==> src/rtl/cla_seq_adder_pkg.sv <==
// Shared types and constants for the nibble-serial adder controller.
package cla_seq_pkg;

    localparam int NIB_W = 4;

    typedef enum logic [1:0] {
        IDLE = 2'd0,
        RUN  = 2'd1,
        DONE = 2'd2
    } state_e;

    function automatic int nibbles(input int width);
        return width / NIB_W;
    endfunction

endpackage

==> src/rtl/cla_seq_adder_if.sv <==
// Operand request / result handshake bundle of the nibble-serial adder.
interface cla_seq_adder_if #(
    parameter int WIDTH = 16
);
    logic             in_valid;
    logic             in_ready;
    logic [WIDTH-1:0] a;
    logic [WIDTH-1:0] b;
    logic             cin;
    logic             out_valid;
    logic             out_ready;
    logic [WIDTH-1:0] sum;
    logic             cout;
    logic             overflow;
    logic             busy;

    modport master (
        output in_valid, a, b, cin, out_ready,
        input  in_ready, out_valid, sum, cout, overflow, busy
    );

    modport slave (
        input  in_valid, a, b, cin, out_ready,
        output in_ready, out_valid, sum, cout, overflow, busy
    );
endinterface

==> src/rtl/cla_seq_adder_cla_4bit.sv <==
// Combinational 4-bit carry-lookahead adder slice.
module cla_4bit (
    input  logic [3:0] a,
    input  logic [3:0] b,
    input  logic       cin,
    output logic [3:0] sum,
    output logic       cout
);
    logic [3:0] g_s;
    logic [3:0] p_s;
    logic [4:0] c_s;

    assign g_s = a & b;
    assign p_s = a ^ b;

    assign c_s[0] = cin;
    assign c_s[1] = g_s[0] | (p_s[0] & c_s[0]);
    assign c_s[2] = g_s[1] | (p_s[1] & g_s[0]) | (p_s[1] & p_s[0] & c_s[0]);
    assign c_s[3] = g_s[2] | (p_s[2] & g_s[1]) | (p_s[2] & p_s[1] & g_s[0])
                  | (p_s[2] & p_s[1] & p_s[0] & c_s[0]);
    assign c_s[4] = g_s[3] | (p_s[3] & g_s[2]) | (p_s[3] & p_s[2] & g_s[1])
                  | (p_s[3] & p_s[2] & p_s[1] & g_s[0])
                  | (p_s[3] & p_s[2] & p_s[1] & p_s[0] & c_s[0]);

    assign sum  = p_s ^ c_s[3:0];
    assign cout = c_s[4];
endmodule

==> src/rtl/cla_seq_adder.sv <==
// WIDTH-bit adder that reuses one cla_4bit slice, one nibble per clock, LSB first,
// behind valid/ready request and result handshakes.
module cla_seq_adder
    import cla_seq_pkg::*;
#(
    parameter int WIDTH = 16
) (
    input  logic            clk,
    input  logic            rst,
    cla_seq_adder_if.slave  bus
);
    localparam int NIBBLES = nibbles(WIDTH);
    localparam int IDX_W   = (NIBBLES > 1) ? $clog2(NIBBLES) : 1;

    generate
        if (((WIDTH % NIB_W) != 0) || (WIDTH < NIB_W)) begin : g_bad_width
            $error("cla_seq_adder: WIDTH must be a positive multiple of 4");
        end
    endgenerate

    state_e             state_q, state_d;
    logic [IDX_W-1:0]   idx_q, idx_d;
    logic [WIDTH-1:0]   a_q, a_d;
    logic [WIDTH-1:0]   b_q, b_d;
    logic               carry_q, carry_d;
    logic [WIDTH-1:0]   work_q, work_d;
    logic [WIDTH-1:0]   sum_q, sum_d;
    logic               cout_q, cout_d;
    logic               ovf_q, ovf_d;
    logic               in_ready_q;
    logic               out_valid_q;
    logic               busy_q;

    logic [IDX_W+1:0]   base_s;
    logic [NIB_W-1:0]   nib_sum_s;
    logic               nib_cout_s;

    assign base_s = {idx_q, 2'b00};

    cla_4bit u_slice (
        .a    (a_q[base_s +: NIB_W]),
        .b    (b_q[base_s +: NIB_W]),
        .cin  (carry_q),
        .sum  (nib_sum_s),
        .cout (nib_cout_s)
    );

    // Next-state, operand capture and nibble accumulation.
    always_comb begin
        state_d = state_q;
        idx_d   = idx_q;
        a_d     = a_q;
        b_d     = b_q;
        carry_d = carry_q;
        work_d  = work_q;
        sum_d   = sum_q;
        cout_d  = cout_q;
        ovf_d   = ovf_q;

        case (state_q)
            IDLE: begin
                if (bus.in_valid) begin
                    a_d     = bus.a;
                    b_d     = bus.b;
                    carry_d = bus.cin;
                    idx_d   = '0;
                    work_d  = '0;
                    state_d = RUN;
                end else begin
                    state_d = IDLE;
                end
            end
            RUN: begin
                work_d[base_s +: NIB_W] = nib_sum_s;
                carry_d = nib_cout_s;
                if (idx_q == IDX_W'(NIBBLES - 1)) begin
                    // Published result is only updated here so it holds across the next accept.
                    idx_d   = '0;
                    sum_d   = work_d;
                    cout_d  = nib_cout_s;
                    ovf_d   = (a_q[WIDTH-1] == b_q[WIDTH-1]) &&
                              (nib_sum_s[NIB_W-1] != a_q[WIDTH-1]);
                    state_d = DONE;
                end else begin
                    idx_d   = idx_q + IDX_W'(1);
                    state_d = RUN;
                end
            end
            DONE: begin
                if (bus.out_ready) begin
                    state_d = IDLE;
                end else begin
                    state_d = DONE;
                end
            end
            default: begin
                state_d = IDLE;
            end
        endcase
    end

    // State, datapath and registered handshake outputs.
    always_ff @(posedge clk) begin
        if (rst) begin
            state_q     <= IDLE;
            idx_q       <= '0;
            a_q         <= '0;
            b_q         <= '0;
            carry_q     <= 1'b0;
            work_q      <= '0;
            sum_q       <= '0;
            cout_q      <= 1'b0;
            ovf_q       <= 1'b0;
            in_ready_q  <= 1'b1;
            out_valid_q <= 1'b0;
            busy_q      <= 1'b0;
        end else begin
            state_q     <= state_d;
            idx_q       <= idx_d;
            a_q         <= a_d;
            b_q         <= b_d;
            carry_q     <= carry_d;
            work_q      <= work_d;
            sum_q       <= sum_d;
            cout_q      <= cout_d;
            ovf_q       <= ovf_d;
            in_ready_q  <= (state_d == IDLE);
            out_valid_q <= (state_d == DONE);
            busy_q      <= (state_d != IDLE);
        end
    end

    assign bus.in_ready  = in_ready_q;
    assign bus.out_valid = out_valid_q;
    assign bus.busy      = busy_q;
    assign bus.sum       = sum_q;
    assign bus.cout      = cout_q;
    assign bus.overflow  = ovf_q;
endmodule

==> src/flat_wrapper.sv <==
// flat-port wrapper written by rule: the top's interface ports become plain ports
module cla_seq_adder_flat import cla_seq_pkg::*;
#(
    parameter int WIDTH = 16
)
  (clk, rst, bus_in_valid, bus_a, bus_b, bus_cin, bus_out_ready, bus_in_ready, bus_out_valid, bus_sum, bus_cout, bus_overflow, bus_busy);
  cla_seq_adder_if #(.WIDTH(WIDTH)) bus_i ();
  input  logic clk;
  input  logic rst;
  input wire logic [$bits(bus_i.in_valid)-1:0] bus_in_valid;
  input wire logic [$bits(bus_i.a)-1:0] bus_a;
  input wire logic [$bits(bus_i.b)-1:0] bus_b;
  input wire logic [$bits(bus_i.cin)-1:0] bus_cin;
  input wire logic [$bits(bus_i.out_ready)-1:0] bus_out_ready;
  output wire logic [$bits(bus_i.in_ready)-1:0] bus_in_ready;
  output wire logic [$bits(bus_i.out_valid)-1:0] bus_out_valid;
  output wire logic [$bits(bus_i.sum)-1:0] bus_sum;
  output wire logic [$bits(bus_i.cout)-1:0] bus_cout;
  output wire logic [$bits(bus_i.overflow)-1:0] bus_overflow;
  output wire logic [$bits(bus_i.busy)-1:0] bus_busy;
  assign bus_i.in_valid = bus_in_valid;
  assign bus_i.a = bus_a;
  assign bus_i.b = bus_b;
  assign bus_i.cin = bus_cin;
  assign bus_i.out_ready = bus_out_ready;
  assign bus_in_ready = bus_i.in_ready;
  assign bus_out_valid = bus_i.out_valid;
  assign bus_sum = bus_i.sum;
  assign bus_cout = bus_i.cout;
  assign bus_overflow = bus_i.overflow;
  assign bus_busy = bus_i.busy;
  cla_seq_adder #(.WIDTH(WIDTH)) u_core (.clk(clk), .rst(rst), .bus(bus_i));
endmodule
==> config.mk <==
export PLATFORM = sky130hd
export DESIGN_NAME = cla_seq_adder_flat
export DESIGN_NICKNAME = d
export VERILOG_FILES = /design/src/rtl/cla_seq_adder_pkg.sv /design/src/rtl/cla_seq_adder_if.sv /design/src/rtl/cla_seq_adder_cla_4bit.sv /design/src/rtl/cla_seq_adder.sv /design/src/flat_wrapper.sv
export SDC_FILE = /design/constraint.sdc
export NUM_CORES = 1
export LEC_CHECK = 0
export BUFFER_PORTS_ARGS = -buffer_cell sky130_fd_sc_hd__clkbuf_2
export CAP_MARGIN = 20
export CORE_AREA = 2 2 58 115
export DETAILED_ROUTE_END_ITERATION = 10
export DIE_AREA = 0 0 60 117
export PLACE_DENSITY = 0.77
export SETUP_SLACK_MARGIN = 0.4
export SLEW_MARGIN = 20
export SYNTH_ARGS = -nofsm -noshare
export SYNTH_HDL_FRONTEND = slang
export SYNTH_HIERARCHICAL = 1
export SYNTH_SLANG_ARGS = --single-unit
==> constraint.sdc <==
create_clock -name clk -period 4.3 [get_ports clk]
set_clock_uncertainty 0.1 [all_clocks]
set_input_delay 0.43 -clock clk [delete_from_list [all_inputs] [get_ports clk]]
set_output_delay 0.43 -clock clk [all_outputs]
set_load 0.03 [all_outputs]
* Word level (Yosys, flattened, before mapping)
Index checks and enable logic that the tools add are counted.
** Cells by class
- Reductions and logical operators :: 8
- Shift-type cells :: 4
- Equal/unequal tests :: 7
- Bitwise gates (word level) :: 29
- Mux-type cells :: 12
- $add $sub $neg :: 2
** Operators with widths (number)
- one-hot mux 16 bit (2 select lines) :: 1
- indexed part select 16 x 5 -> 4 bit :: 2
- bitwise AND 1 bit :: 16
- bitwise mux 16 bit :: 1
- 2-to-1 mux 16 bit :: 1
- variable shift 4 x 6 -> 16 bit, first input constant :: 1
- indexed part select 4 x 6 -> 16 bit :: 1
- bitwise OR 1 bit :: 10
- 2-to-1 mux 2 bit :: 4
- bitwise XOR 4 bit :: 2
- equality test 2 bit, second input constant :: 3
- negation 4 -> 6 bit :: 1
- one-hot mux 2 bit (3 select lines) :: 1
- AND reduction 2 bit :: 3
- bitwise AND 4 bit :: 1
- zero test 2 bit :: 2
- one-hot mux 2 bit (2 select lines) :: 1
- nonzero test 2 bit :: 2
- adder 2 x 1 -> 2 bit, second input constant :: 1
- equality test 2 x 1 -> 1 bit, second input constant :: 1
- 2-to-1 mux 1 bit :: 2
- != test 2 bit, second input constant :: 1
- one-hot mux 1 bit (2 select lines) :: 1
- equality test 1 bit :: 1
- other kinds (2) :: 2
** Storage, ports and cells
- Logic and storage cells :: 74
- Output and inout port bits :: 21
- Register bits after elaboration :: 74
- Input bits :: 37

* Depth between registers and ports, before layout
- Depth in word-level cells :: 10
- Mapped depth :: 9
- Mapped depth without buffers :: 7

* Modules after synthesis
Netlist, hierarchy kept.
** Modules (own cells, without submodules)
- cla_seq_adder :: instances 1, area each 3161.8 um2, seq. area each 1481.4 um2, cells each 340
- cla_4bit :: instances 1, area each 147.6 um2, seq. area each 0.0 um2, cells each 17

* Worst setup path after synthesis
OpenSTA, ideal clock, no wires.
- Path type :: reg2reg
- From :: reg u_core.idx_q[0]
- To :: reg u_core.sum_q[7] (netlist: u_core/bus.sum[7])
- Stages on the path, launching flop included :: 10
- Data required time :: 4081 ps
- Arrival time :: 2690 ps
- Path slack :: 1391 ps
- Setup time :: 119 ps
- Path buffers :: 2
- Period minus slack after synthesis :: 2909 ps
- Path through :: dfxtp_1 > buf_2 > mux4_2 > ha_1 > a21o_1 > a31o_1 > xor2_1 > clkbuf_1 > and3_1 > o221a_2
** On the way
- Longest elaborated chain between the ends :: 9
- Elaborated cells on any way between the ends :: 26
- Those cells by class :: 1 x add/sub; 1 x eq/ne; 4 x shift; 1 x mux; 18 x bitwise; 1 x reduce/logical
** RTL lines
- start, declared :: RTL line cla_seq_adder.sv:22 : logic [IDX_W-1:0] idx_q, idx_d;
- start signal, assigned :: RTL line cla_seq_adder.sv:119 : idx_q <= idx_d;
- indexed part select 16 x 5 -> 4 bit (on tied branches) :: RTL line cla_seq_adder.sv:41, cla_seq_adder.sv:42
- bitwise XOR 4 bit / bitwise AND 4 bit (equally long branches) :: RTL line cla_seq_adder_cla_4bit.sv:14, cla_seq_adder_cla_4bit.sv:13
- bitwise AND 1 bit (on tied branches) :: RTL line cla_seq_adder_cla_4bit.sv:19, cla_seq_adder_cla_4bit.sv:20
- bitwise OR 1 bit, or another cell as far along :: RTL line cla_seq_adder_cla_4bit.sv:19 : assign c_s[3] = g_s[2] | (p_s[2] & g_s[1]) | (p_s[2] & p_s[1] & g_s[0])
- bitwise OR 1 bit / bitwise AND 1 bit (equally long branches) :: RTL line cla_seq_adder_cla_4bit.sv:19, cla_seq_adder_cla_4bit.sv:20
- bitwise OR 1 bit :: RTL line cla_seq_adder_cla_4bit.sv:20 : | (p_s[2] & p_s[1] & p_s[0] & c_s[0]);
- bitwise XOR 4 bit * :: RTL line cla_seq_adder_cla_4bit.sv:25 : assign sum = p_s ^ c_s[3:0];
- named net u_core.nib_sum_s[3] :: RTL line cla_seq_adder.sv:35 : logic [NIB_W-1:0] nib_sum_s;
- indexed part select 4 x 6 -> 16 bit * :: RTL line cla_seq_adder.sv:74 : work_d[base_s +: NIB_W] = nib_sum_s;
- bitwise mux 16 bit * :: RTL line cla_seq_adder.sv:74
- end signal, assigned :: RTL line cla_seq_adder.sv:124 : sum_q <= sum_d;
- end, declared :: RTL line cla_seq_adder.sv:27 : logic [WIDTH-1:0] sum_q, sum_d;
Mark *: on every way through the listed nets, which the timed path passes. The rest lies on a longest branch.
A chain may end at the register's enable or synchronous reset.

* Worst setup path in the final report
- From :: reg u_core.idx_q[0]
- To :: reg u_core.sum_q[11] (netlist: u_core/bus.sum[11])
The elaborated chain is that of the path after synthesis.

==> impl_metrics.toml <==
[cts]
post-cts-setup-buffers = 0
clk_latency_ns = 0.33
holdBufCountCts = 0
cts.sinks = 74
cts_root_buffer = "clkbuf_16"
clockBufferDepth = 2
path_clk_slew_ns = 0.06
numCtsBuffers = 9
cts_tree = "yes"
ctsHtreeMaxLevel = 3
cts_resized = 0

[route]
drtAntennaViolNets = 0
drt_iter0_markers = 163
routed_wl_um = 7772
dr.pass1.iters = 4
drcViolationCount = 0
vias = 2837
routedWlPerCell_um = 15.70
vias_per_cell = 5.731

[critical_path]
cp_num_buf_inv = 1
critical_path.endpoint_type = "register"
cpPeakStageDelay_ns = 0.68
path_cells = "buf_4 -> mux4_2 -> ha_1 -> a21o_1 -> a31o_1 -> xor2_1 -> nand4_1 -> a311oi_2"
path_class = "register to register"
crit_path_max_fanout = 14
critPathTopFamily = "flip-flops"
r2r_slack_ns = 0.80
critPathLaunchType = "register"
r2r-end = "u_core/bus.sum[11]"
crit_path_top_delay_cell = "dfxtp_1"
r2r-start = "u_core/idx_q[0]"
arrival_ns = 3.64
critPathRequiredTime_ns = 4.45
r2r_cells = 8

[worst_hold_path]
whs_endpoint = "u_core/a_q[11]"
hold_class = "input port to register"
hold_start = "bus_a[11]"
holdPathStages = 3

[finish]
drive_gt1_share_pct = 24.45
nFillCells = 532
layout_commonest_cell = "dfxtp_1"
mostFrequentLayoutCells = "74 x dfxtp_1, 70 x nand2_1, 57 x clkbuf_2"
seqCellArea_mm2 = 0.001481
final_nets = 452
fin_cells = 495
n_antenna_cell = 0
synthToLayoutAreaGrowth_pct = 19.89
multiInputGateArea_mm2 = 0.001649

[power_and_ir_drop]
seqPwrFrac_pct = 42.1
leakagePower_uw = 0.001606
combPwrFrac_pct = 10.2
swShare_pct = 23.07
p_clk_share_pct = 47.7
intPower_uw = 1334
ir_worst_vdd_mv = 0.3704
switching_power_uw = 400.0
p_per_area_mw_per_mm2 = 437.0

[logic_synthesis]
ys.flop_type = "dfxtp_1"
mappedNetlistArea_mm2 = 0.003309
avgSynthCellArea_um2 = 9.270
ys_ff_latch = 74
seq_area_frac_synth_pct = 44.76
ys.warnings.count = 6
async_reset_ff_share_pct = 0
yosysTopAreaCell = "dfxtp_1"
synth_cells = 357
netlist.area_leader.share_pct = 44.76
synthTopCellsByArea = "dfxtp_1 45%, nand2_1 7.9%, a21oi_1 5.7%, mux4_2 5.4%, ha_1 3.8%"
ys_types = 47
synth_nets = 405
synth_edf_count = 0

[sta]
tightest_slew_ns = 1.011
drv_slew = 0
setup_slack_ns = 0.8037
fin_tns_setup_ns = 0
finalHoldViolCount = 0
relSlewSlack_pct = 32.31
finalSetupViolCount = 0
fmax_mhz = 286.0
fin_crit_ns = 3.496
grt_setup_unrepaired = "false"
holdWs_ns = 0.2194
period_share_pct = 81.31

[run_status]
status = "completed"

[floorplanning]
die_w_um = 60
start_util_pct = 53.32
row_count = 41
die_h_um = 117
coreArea_mm2 = 0.006207
io_pins = 58
die_area_mm2 = 0.007020

[placed_design]
gp_congestion = 0.8057
place_inst = 478
pre_cts_ws_ns = 0.8890
hpwlAfterDp_um = 5230
numPortBuffers = 57

[global_route]
grt_pass1_wl_um = 12880
grt_antenna_before_repair = 0
grt_pass1_vias = 2874
grt_use_total_pct = 24.38
grt_max_degree = 61
grt.overflow.total = 0

[job]
maxCapViolations = 0
==> metal layers <==
| metal | track usage [%] | share of wire (%) | up-vias |
|---|---|---|---|
| met4 | 13.63 | 2.4 | 0 |
| li1 | - | - | 1363 |
| met2 | 41.59 | 52 | 101 |
| met3 | 4.396 | 5.0 | 13 |
| met5 | 0 | 0 | - |
| met1 | 27.75 | 40 | 1360 |
==> worst max-delay path by stage <==
stage | endpoint | start | cells past startpoint | slack (ns)
2_1_floorplan | u_core/bus.sum[7] | u_core/idx_q[0] | 9 | 1.39
3_3_place_gp | u_core/bus.sum[11] | u_core/idx_q[0] | 8 | 1.00
3_5_place_dp | u_core/bus.sum[11] | u_core/idx_q[0] | 8 | 0.89
4_1_cts | u_core/bus.sum[11] | u_core/idx_q[0] | 8 | 0.87
5_1_grt | u_core/bus.sum[11] | u_core/idx_q[0] | 8 | 0.65
6_report | u_core/bus.sum[11] | u_core/idx_q[0] | 8 | 0.80
==> Yosys cell counts, types with 2 or more instances <==
library cell  number
a21oi_1           38
a311oi_1           6
nand2_1           70
clkbuf_1          12
a221oi_1           6
nor2_1            22
dfxtp_1           74
or3b_1             2
a211oi_2           3
a21o_1             4
mux2_1             3
nand3b_1           2
nand3_1            3
buf_4              5
nor3_1             5
a32o_1            11
xnor2_1            2
and3_1             3
ha_1              10
nor3b_2            2
o2bb2ai_1          3
and3b_1            2
nand4_1            4
buf_2              9
a211oi_1           2
inv_1             13
a32oi_1            5
mux4_2             8
a21oi_2            3
nand2b_1           8
==> final cells by class <==
| class | count | share of cell area, % |
|---|---|---|
| clock buffer | 12 | 6.717 |
| clock inverter | 4 | 1.829 |
| inverter | 13 | 1.230 |
| multi-input combinational | 242 | 41.56 |
| sequential | 74 | 37.34 |
| tap | 86 | 2.712 |
| timing repair buffer | 64 | 8.609 |
==> logic make-up (layout without fill, tap and decap cells) <==
group,Yosys count,count (layout),synth area share [%]
multiplexers,13,13,7.108
AO/OA/AOI/OAI,87,87,19.36
buffers and inverters,41,93,5.595
AND/OR/NAND/NOR,128,128,18.00
adder cells (fa/ha/maj),11,11,4.386
flip-flops,74,74,44.76
XOR/XNOR,3,3,0.7941
==> flip-flops by register name, summed over array words and instances (netlist names) <==
signal,flops
u_core/carry_q,1
u_core/idx_q,2
u_core/b_q,16
u_core/bus.cout,1
u_core/state_q,2
u_core/bus.in_ready,1
u_core/a_q,16
u_core/bus.out_valid,1
u_core/bus.overflow,1
u_core/bus.busy,1
u_core/bus.sum,16
u_core/work_q,16
==> worst min-delay path, delay by kind of cell <==
| family | cells | cell delay, ns |
|---|---|---|
| AOI/OAI and AO/OA | 1 | 0.05 |
| and+or+nand+nor | 1 | 0.04 |
| buffers and inverters | 1 | 0.08 |
==> power groups by stage <==
stage	Clock (uW)	Combinational [uW]	Sequential, uW
after CTS	840	174	729
after global placement	0	165	743
final	827	177	730
after global routing	870	192	732
after floorplan	0	123	737
after detailed placement	0	172	744
==> through the flow <==
stage	utilization [%]	instance area (um^2)	power [uW]
4_1_cts	63.74	3956	1743
3_5_place_dp	58.27	3617	916.4
5_1_grt	63.92	3968	1794
2_1_floorplan	-	3309	860.6
3_3_place_gp	58.27	3617	908.3
6_report	63.92	3968	1734
Note: power is estimated with default switching activity, not from simulation.
